### config.mk
export PLATFORM = sky130hd
export DESIGN_NAME = lbist_reg_master
export DESIGN_NICKNAME = d
export VERILOG_FILES = /design/src/rtl/lbist_reg_master.sv
export SDC_FILE = /design/constraint.sdc
export NUM_CORES = 1
export LEC_CHECK = 0
export CAP_MARGIN = 20
export CELL_PAD_IN_SITES_DETAIL_PLACEMENT = 2
export CELL_PAD_IN_SITES_GLOBAL_PLACEMENT = 2
export CORE_ASPECT_RATIO = 0.6
export CORE_MARGIN = 10
export CORE_UTILIZATION = 25
export CTS_CLUSTER_SIZE = 24
export DETAILED_ROUTE_END_ITERATION = 8
export GPL_TIMING_DRIVEN = 0
export HOLD_SLACK_MARGIN = 0.15
export PLACE_DENSITY_LB_ADDON = 0.2
export SYNTH_ARGS = -nofsm -noshare
export SYNTH_HDL_FRONTEND = slang
export SYNTH_SLANG_ARGS = --single-unit
### constraint.sdc
create_clock -name mclk -period 2.81 [get_ports mclk]
set_input_delay 0.843 -clock mclk [delete_from_list [all_inputs] [get_ports mclk]]
set_output_delay 0.843 -clock mclk [all_outputs]
set_load 0.01 [all_outputs]
### src/rtl/lbist_reg_master.sv
`default_nettype none
// ============================================================================
// Module   : lbist_reg_master
// Brief    : Sequences one LBIST session over a simple register bus.
//            Flow: configure, clear, go, poll done, read signature, stop.
// Revision : 1.0 - initial release
// ============================================================================
module lbist_reg_master #(
  parameter int POLL_GAP = 8
) (
  input  logic        mclk,
  input  logic        reset_n,
  input  logic        seq_start,
  input  logic [15:0] cfg_pat,
  input  logic [15:0] cfg_depth,
  input  logic [31:0] cfg_golden,
  input  logic [15:0] cfg_poll_max,
  output logic        reg_cs,
  output logic        reg_wr,
  output logic [1:0]  reg_addr,
  output logic [31:0] reg_wdata,
  output logic [3:0]  reg_be,
  input  logic [31:0] reg_rdata,
  input  logic        reg_ack,
  output logic        seq_busy,
  output logic        seq_done,
  output logic        seq_pass,
  output logic        seq_fail,
  output logic        seq_timeout,
  output logic [31:0] seq_sig
);

  typedef enum logic [3:0] {
    ST_IDLE     = 4'd0,
    ST_WR_CFG   = 4'd1,
    ST_WR_CLR   = 4'd2,
    ST_WR_GO    = 4'd3,
    ST_POLL_RD  = 4'd4,
    ST_POLL_GAP = 4'd5,
    ST_RD_SIG   = 4'd6,
    ST_WR_STOP  = 4'd7,
    ST_FINISH   = 4'd8
  } state_t;

  localparam logic [7:0] C_GAP_LAST = 8'(POLL_GAP - 1);

  state_t      r_state, w_state;
  logic        r_cs, w_cs, r_wr, w_wr;
  logic [1:0]  r_addr, w_addr;
  logic [31:0] r_wdata, w_wdata;
  logic        r_busy, w_busy, r_done, w_done;
  logic        r_pass, w_pass, r_fail, w_fail, r_timeout, w_timeout;
  logic [31:0] r_sig, w_sig;
  logic [15:0] r_pat, w_pat, r_depth, w_depth, r_pmax, w_pmax;
  logic [31:0] r_golden, w_golden;
  logic [15:0] r_pcnt, w_pcnt, w_pcnt_inc;
  logic [7:0]  r_gap, w_gap;
  logic        w_acked, w_bus_req, w_req_wr;
  logic [1:0]  w_req_addr;
  logic [31:0] w_req_data;

  always_ff @(posedge mclk or negedge reset_n) begin
    if (!reset_n) begin
      r_state   <= ST_IDLE;
      r_cs      <= 1'b0;
      r_wr      <= 1'b0;
      r_addr    <= 2'd0;
      r_wdata   <= 32'd0;
      r_busy    <= 1'b0;
      r_done    <= 1'b0;
      r_pass    <= 1'b0;
      r_fail    <= 1'b0;
      r_timeout <= 1'b0;
      r_sig     <= 32'd0;
      r_pat     <= 16'd0;
      r_depth   <= 16'd0;
      r_pmax    <= 16'd0;
      r_golden  <= 32'd0;
      r_pcnt    <= 16'd0;
      r_gap     <= 8'd0;
    end else begin
      r_state   <= w_state;
      r_cs      <= w_cs;
      r_wr      <= w_wr;
      r_addr    <= w_addr;
      r_wdata   <= w_wdata;
      r_busy    <= w_busy;
      r_done    <= w_done;
      r_pass    <= w_pass;
      r_fail    <= w_fail;
      r_timeout <= w_timeout;
      r_sig     <= w_sig;
      r_pat     <= w_pat;
      r_depth   <= w_depth;
      r_pmax    <= w_pmax;
      r_golden  <= w_golden;
      r_pcnt    <= w_pcnt;
      r_gap     <= w_gap;
    end
  end

  always_comb begin
    w_state    = r_state;
    w_cs       = r_cs;
    w_wr       = r_wr;
    w_addr     = r_addr;
    w_wdata    = r_wdata;
    w_busy     = r_busy;
    w_done     = 1'b0;
    w_pass     = r_pass;
    w_fail     = r_fail;
    w_timeout  = r_timeout;
    w_sig      = r_sig;
    w_pat      = r_pat;
    w_depth    = r_depth;
    w_pmax     = r_pmax;
    w_golden   = r_golden;
    w_pcnt     = r_pcnt;
    w_gap      = r_gap;
    w_bus_req  = 1'b0;
    w_req_wr   = 1'b0;
    w_req_addr = 2'd0;
    w_req_data = 32'd0;
    w_acked    = r_cs & reg_ack;
    w_pcnt_inc = (r_pcnt == 16'hFFFF) ? r_pcnt : r_pcnt + 16'd1;

    case (r_state)
      ST_IDLE: begin
        if (seq_start) begin
          w_pass    = 1'b0;
          w_fail    = 1'b0;
          w_timeout = 1'b0;
          w_sig     = 32'd0;
          w_busy    = 1'b1;
          w_pat     = cfg_pat;
          w_depth   = cfg_depth;
          w_golden  = cfg_golden;
          w_pmax    = cfg_poll_max;
          w_state   = ST_WR_CFG;
        end
      end
      ST_WR_CFG: begin
        w_bus_req  = 1'b1;
        w_req_wr   = 1'b1;
        w_req_addr = 2'd1;
        w_req_data = {r_pat, r_depth};
        if (w_acked) w_state = ST_WR_CLR;
      end
      ST_WR_CLR: begin
        w_bus_req  = 1'b1;
        w_req_wr   = 1'b1;
        if (w_acked) w_state = ST_WR_GO;
      end
      ST_WR_GO: begin
        w_bus_req  = 1'b1;
        w_req_wr   = 1'b1;
        w_req_data = 32'h3;
        if (w_acked) begin
          w_pcnt  = 16'd0;
          w_state = ST_POLL_RD;
        end
      end
      ST_POLL_RD: begin
        w_bus_req = 1'b1;
        if (w_acked) begin
          w_pcnt = w_pcnt_inc;
          if (reg_rdata[31]) begin
            w_state = ST_RD_SIG;
          end else if (r_pmax != 16'd0 && w_pcnt_inc == r_pmax) begin
            w_timeout = 1'b1;
            w_state   = ST_WR_STOP;
          end else begin
            w_gap   = 8'd0;
            w_state = ST_POLL_GAP;
          end
        end
      end
      ST_POLL_GAP: begin
        // Raise cs on the last gap edge so the idle stretch is exactly POLL_GAP.
        if (r_gap == C_GAP_LAST) begin
          w_cs    = 1'b1;
          w_wr    = 1'b0;
          w_addr  = 2'd0;
          w_wdata = 32'd0;
          w_state = ST_POLL_RD;
        end else begin
          w_gap = r_gap + 8'd1;
        end
      end
      ST_RD_SIG: begin
        w_bus_req  = 1'b1;
        w_req_addr = 2'd2;
        if (w_acked) begin
          w_sig   = reg_rdata;
          w_pass  = (reg_rdata == r_golden);
          w_fail  = (reg_rdata != r_golden);
          w_state = ST_WR_STOP;
        end
      end
      ST_WR_STOP: begin
        w_bus_req  = 1'b1;
        w_req_wr   = 1'b1;
        w_req_data = 32'h1;
        if (w_acked) begin
          w_done  = 1'b1;
          w_state = ST_FINISH;
        end
      end
      ST_FINISH: begin
        w_busy  = 1'b0;
        w_state = ST_IDLE;
      end
      default: w_state = ST_IDLE;
    endcase

    // Entering a bus state leaves cs low one cycle before the request opens.
    if (w_acked) begin
      w_cs = 1'b0;
    end else if (w_bus_req && !r_cs) begin
      w_cs    = 1'b1;
      w_wr    = w_req_wr;
      w_addr  = w_req_addr;
      w_wdata = w_req_data;
    end
  end

  assign reg_cs      = r_cs;
  assign reg_wr      = r_wr;
  assign reg_addr    = r_addr;
  assign reg_wdata   = r_wdata;
  assign reg_be      = 4'hF;
  assign seq_busy    = r_busy;
  assign seq_done    = r_done;
  assign seq_pass    = r_pass;
  assign seq_fail    = r_fail;
  assign seq_timeout = r_timeout;
  assign seq_sig     = r_sig;

endmodule
`default_nettype wire

-- Yosys cells after proc, flatten, opt, wreduce, memory -nomap -nowiden
Cells that the tools add are included.
Widths: inputs -> output; s select.
- mux-type cells: 56
- reductions and logical operators: 22
- bitwise operators: 1
- $add $sub $neg: 2
- equal/unequal tests: 25
- operators with widths (operator ; number):
    $mux 32 ; 6
    $pmux 32 s3 ; 1
    $pmux 32 s2 ; 1
    $mux 16 ; 3
    $eq 32x32->1 ; 1
    $mux 4 ; 8
    $mux 8 ; 4
    $ne 32x32->1 ; 1
    $pmux 16 s2 ; 1
    $pmux 4 s8 ; 1
    $ne 2x2->1 const B ; 12
    $mux 1 ; 19
    $add 16x1->16 const B ; 1
    $eq 16x16->1 ; 1
    $eq 16x16->1 const B ; 1
    $eq 4x3->1 const B ; 4
    $pmux 8 s2 ; 1
    $reduce_bool 16->1 ; 1
    $mux 2 ; 6
    $reduce_and 5->1 ; 2
    $reduce_bool 2->1 ; 5
    $add 8x1->8 const B ; 1
    $eq 4x2->1 const B ; 2
    $eq 8x3->1 const B ; 1
    other kinds (14) ; 22
- logic and storage cells: 123
- input port bits: 116
- output and inout port bits: 77
- flip-flop bits (word level): 181

-- Longest topological paths before layout
- depth after elaboration: 8
- depth in mapped cells: 10
- gate-level depth less buffers: 9

-- Worst setup path after synthesis
OpenSTA, ideal clock, no wires.
- path kind: reg2reg
- from: reg r_pcnt[0]
- to: reg r_state[1]
- data arrival time: 2.612 ns
- library setup time: 0.095 ns
- path buffers: 0
- path slack: 0.103 ns
- data required time: 2.715 ns
- period minus slack after synthesis: 2.707 ns
- cell stages (with the launch flop): 10
- cells stage by stage: dfrtp_1 > ha_1 > nand3_1 > nor4_2 > mux2i_1 > a32o_1 > o221ai_1 > nor4_4 > nor2_1 > o31ai_1
- longest elaborated chain between the ends: 8
- elaborated cells on any way between the ends: 9
- those cells by class: 1 x add/sub; 2 x eq/ne; 5 x mux; 1 x reduce/logical
- RTL lines (element ; RTL line ; text):
    start, declared ; 56 ; logic [15:0] r_pcnt, w_pcnt, w_pcnt_inc;
    start signal, assigned ; 97 ; r_pcnt <= w_pcnt;
    $add 16x1->16 / $eq 16x16->1 (equally long branches) ; 125 ; w_pcnt_inc = (r_pcnt == 16'hFFFF) ? r_pcnt : r_pcnt + 16'd1;
    $mux 16 (*) ; 125 ;
    $eq 16x16->1 (*) ; 169 ; end else if (r_pmax != 16'd0 && w_pcnt_inc == r_pmax) begin
    $logic_and 1x1->1 (*) ; 169 ;
    $mux 2 (*) ; 169 ;
    $mux 2 (*) ; 167 ; if (reg_rdata[31]) begin
    $mux 4 (*) ; 165 ; if (w_acked) begin
    $pmux 4 s8 (*) ; 127 ; case (r_state)
    end signal, assigned ; 82 ; r_state <= w_state;
    end, declared ; 47 ; state_t r_state, w_state;
Every way passes the cells marked *; elsewhere a longest branch is shown, timed or not. The select of a mux whose other input is x is not followed.
A chain may end at the register's enable or synchronous reset.

-- Final worst setup path
- from: in reg_ack
- to: reg r_pcnt[3]
- longest elaborated chain between the ends: 3
- elaborated cells on any way between the ends: 4
- those cells by class: 2 x eq/ne; 1 x bitwise; 1 x reduce/logical
- RTL lines (element ; RTL line ; text):
    start, declared ; 24 ; input logic reg_ack,
    $and 1x1->1 (*) ; 124 ; w_acked = r_cs & reg_ack;
    $ne 2x2->1 (no source line) ; n/a ;
    $reduce_and 3->1 (no source line) (*) ; n/a ;
Every way passes the cells marked *; elsewhere a longest branch is shown, timed or not.

==> results_dict.tcl <==
set metrics [dict create \
    outcome "complete, no violations" \
    place.gp.congestion 0.7550 \
    reg2reg_from "r_pcnt[1]" \
    viasPerCell 4.819 \
    port_buffers 188 \
    pwr-share-comb_pct 38.5 \
    setup_violations 0 \
    crit_fanout 10 \
    ant_nets 0 \
    clock.fmax_ghz 0.3581 \
    drtPass1Iterations 4 \
    finalCoreUtilization_pct 35.71 \
    maxSlewViolCount 0 \
    final_hold_viol_count 0 \
    sequentialPowerShare_pct 40.0 \
    slew_headroom_pct 47.00 \
    grt_first_pass_wirelength_um 46850 \
    cts_tree "built" \
    cts_made_buffers 17 \
    core_region_area_um2 32350 \
    dieWidth_um 253.5 \
    cts.path.max_buffers 2 \
    synth_cell_type_count 50 \
    synth_cells 686 \
    area_delta_synth_final_pct 41.20 \
    num_io_pins 193 \
    synth_ff_type "dfrtp_1" \
    yosys-top-cells-area "dfrtp_1, mux2_2, a22o_1, xor2_1, o21ai_0" \
    power_switching_mw 4.050 \
    yosysSeqAreaShare_pct 55.36 \
    peakVddDrop_mv 0.4659 \
    use_met2_pct 21.87 \
    syn_area_um2 8182 \
    cts-root-buf "clkbuf_16" \
    yosysTopAreaCell "dfrtp_1" \
    overflow 0 \
    tns_ns 0 \
    crit_path_start_kind "primary input" \
    fillers 3370 \
    grt_max_degree 93 \
    async_flop_share_pct 100.0 \
    worstMarginPinSlew_ns 0.7934 \
    met3_usage_pct 3.874 \
    power.internal_mw 7.284 \
    maxCapViolCount 0 \
    vias 6549 \
    wl_per_cell_um 22.53 \
    drc 0 \
    start_util_pct 25.29 \
    synth_warnings 0 \
    fin_crit_sh_pct 99.39 \
    avgSynthCellArea_um2 11.93 \
    synth.top_cell.area_share_pct 55.36 \
    power_leakage_nw 4.864 \
    crit_type "in -> reg" \
    grt_usage_pct 15.12 \
    final_nets 1041 \
    antenna_cells 0 \
    reg2reg_depth 13 \
    clockPowerShare_pct 21.6 \
    clk_latency_ns 0.45 \
    antenna_found_initial 0 \
    regToRegSetupSlack_ns 0.10 \
    final.min_clock_period_ns 2.793 \
    skew_ns 0.01696 \
    fp-row-count 51 \
    drive_above_1_share_pct 20.00 \
    cts_hold_buf 0 \
    seq_area_um2 4534 \
    clkTransAtPathRegs_ns 0.07 \
    end_kind "register" \
    power_density_nw_per_um2 981.1 \
    cp.required_ns 3.16 \
    worstReg2RegEnd "r_gap[3]" \
    hpwl_um 22680 \
    multi_input_area_um2 3570 \
    cp.arrival_ns 3.14 \
    grt_pass1_vias 7166 \
    p_sw_share_pct 35.73 \
    busiest_layer "met2" \
    htreeDepth 4 \
    hp-class "in -> async" \
    rsz0062_at_grt "true" \
    fp.dieH_um 160.1 \
    cts_num_sinks 181 \
    ys_ff_latch 181 \
    grt_util_met1_pct 21.55 \
    drt-initial-drc-count 280 \
    wl_um 30620 \
    synth_edf_count 0 \
    die_area_um2 40600 \
]
registers in the layout, summed over array words and instances (netlist names):
register and flops:
r_pcnt 16, r_pat 16, r_gap 8, reg_cs 1, seq_pass 1, reg_wdata 32, r_golden 32, seq_done 1
r_pmax 16, reg_addr 2, seq_fail 1, reg_wr 1, r_state 4, seq_sig 32, r_depth 16, seq_timeout 1
seq_busy 1
area by class of cell:
type | instances | area share (%)
sequential | 181 | 39.25
multi-input combinational | 461 | 30.90
timing repair buffer | 215 | 18.27
tap | 424 | 4.592
clock buffer | 18 | 3.802
buffer | 41 | 1.787
clock inverter | 13 | 1.202
inverter | 6 | 0.1950
placed cells by master (no fill, tap or decap), drive strengths merged, types with 4 or more instances in the layout:
cell | netlist | final
nor4 | 18 | 18
xor2 | 39 | 39
nand3 | 18 | 18
a21o | 5 | 5
o211ai | 4 | 4
mux2 | 78 | 78
nand4 | 13 | 13
nand2b | 4 | 4
buf | 11 | 38
conb | 1 | 4
clkbuf | 30 | 49
a22o | 66 | 66
and3 | 8 | 8
inv | 6 | 13
a21oi | 25 | 25
and4 | 4 | 4
clkdlybuf4s50 | 0 | 187
or3 | 4 | 4
dfrtp | 181 | 181
nor2 | 32 | 32
nor3 | 14 | 14
nand2 | 32 | 32
o31ai | 10 | 10
o21ai | 33 | 33
xnor2 | 10 | 10
cells in the mapped netlist, drive strengths merged (8+ instances only):
library cell	instances
dfrtp	181
mux2	78
a22o	66
xor2	39
o21ai	33
nand2	32
nor2	32
clkbuf	30
a21oi	25
nand3	18
nor4	18
nor3	14
nand4	13
buf	11
o31ai	10
xnor2	10
and3	8
cell families (layout without fill, tap and decap cells):
kind of cell / Yosys count / after routing / share of synthesized area [%]
flip-flops: 181 / 181 / 55.36
AO/OA/AOI/OAI: 165 / 165 / 14.57
AND/OR/NAND/NOR: 160 / 160 / 10.86
multiplexers: 81 / 81 / 11.10
XOR/XNOR: 49 / 49 / 5.245
buffers and inverters: 47 / 293 / 2.508
adder cells (fa/ha/maj): 2 / 2 / 0.3058
other: 1 / 4 / 0.04583
worst max-delay path: stages:
cell and delay (ns):
clkdlybuf4s50_1 0.52, nand2_1 0.11, nor4_2 0.55, clkbuf_1 0.50
nand2_1 0.30, o31ai_1 0.31
power groups by stage:
stage                     sequential [mW]  combinational, mW  clock [mW]
after CTS                            4.56               4.41        2.53
final                                4.53               4.36        2.44
after floorplan                      4.53               2.24           0
after global routing                 4.72               4.80        2.65
after detailed placement             4.58               4.35           0
after global placement               4.54               4.23           0
timing repair:
action	in CTS	in global routing
pin swaps	4	6
resized for setup	27	21
endpoints found under the setup margin	112	84
setup buffers	10	15
routing by layer:
| metal | up-vias | share of wire, % |
|---|---|---|
| met2 | 120 | 44 |
| li1 | 3006 | - |
| met5 | - | 0 |
| met1 | 3401 | 49 |
| met4 | 0 | 1.3 |
| met3 | 22 | 6.2 |
stage by stage:
step / cells / hold WS (ns) / setup WS [ns] / area [um^2] / power, mW
2_1_floorplan: 689 / 0.4506 / 0.1027 / 8193 / 6.772
3_3_place_gp: 1301 / 0.4598 / -7.589 / 10610 / 8.767
3_5_place_dp: 1303 / 0.4706 / -1.210 / 10640 / 8.923
4_1_cts: 1344 / 0.4368 / 0.0003664 / 11390 / 11.50
5_1_grt: 1359 / 0.4664 / -0.04065 / 11550 / 12.17
6_report: 1359 / 0.4213 / 0.01719 / 11550 / 11.33
how the worst max path moves through the flow:
stage	from	end	slack, ns	cells after the start
4_1_cts	r_pcnt[0]	r_gap[3]	0.0004	11
5_1_grt	r_pcnt[1]	r_state[1]	-0.04	10
6_report	reg_ack	r_pcnt[3]	0.02	6
3_5_place_dp	r_pcnt[0]	r_gap[7]	-1.21	9
2_1_floorplan	r_pcnt[0]	r_state[1]	0.10	9
3_3_place_gp	reset_n	r_golden[15]	-7.59	1
Note: power is estimated with default switching activity, not from simulation.
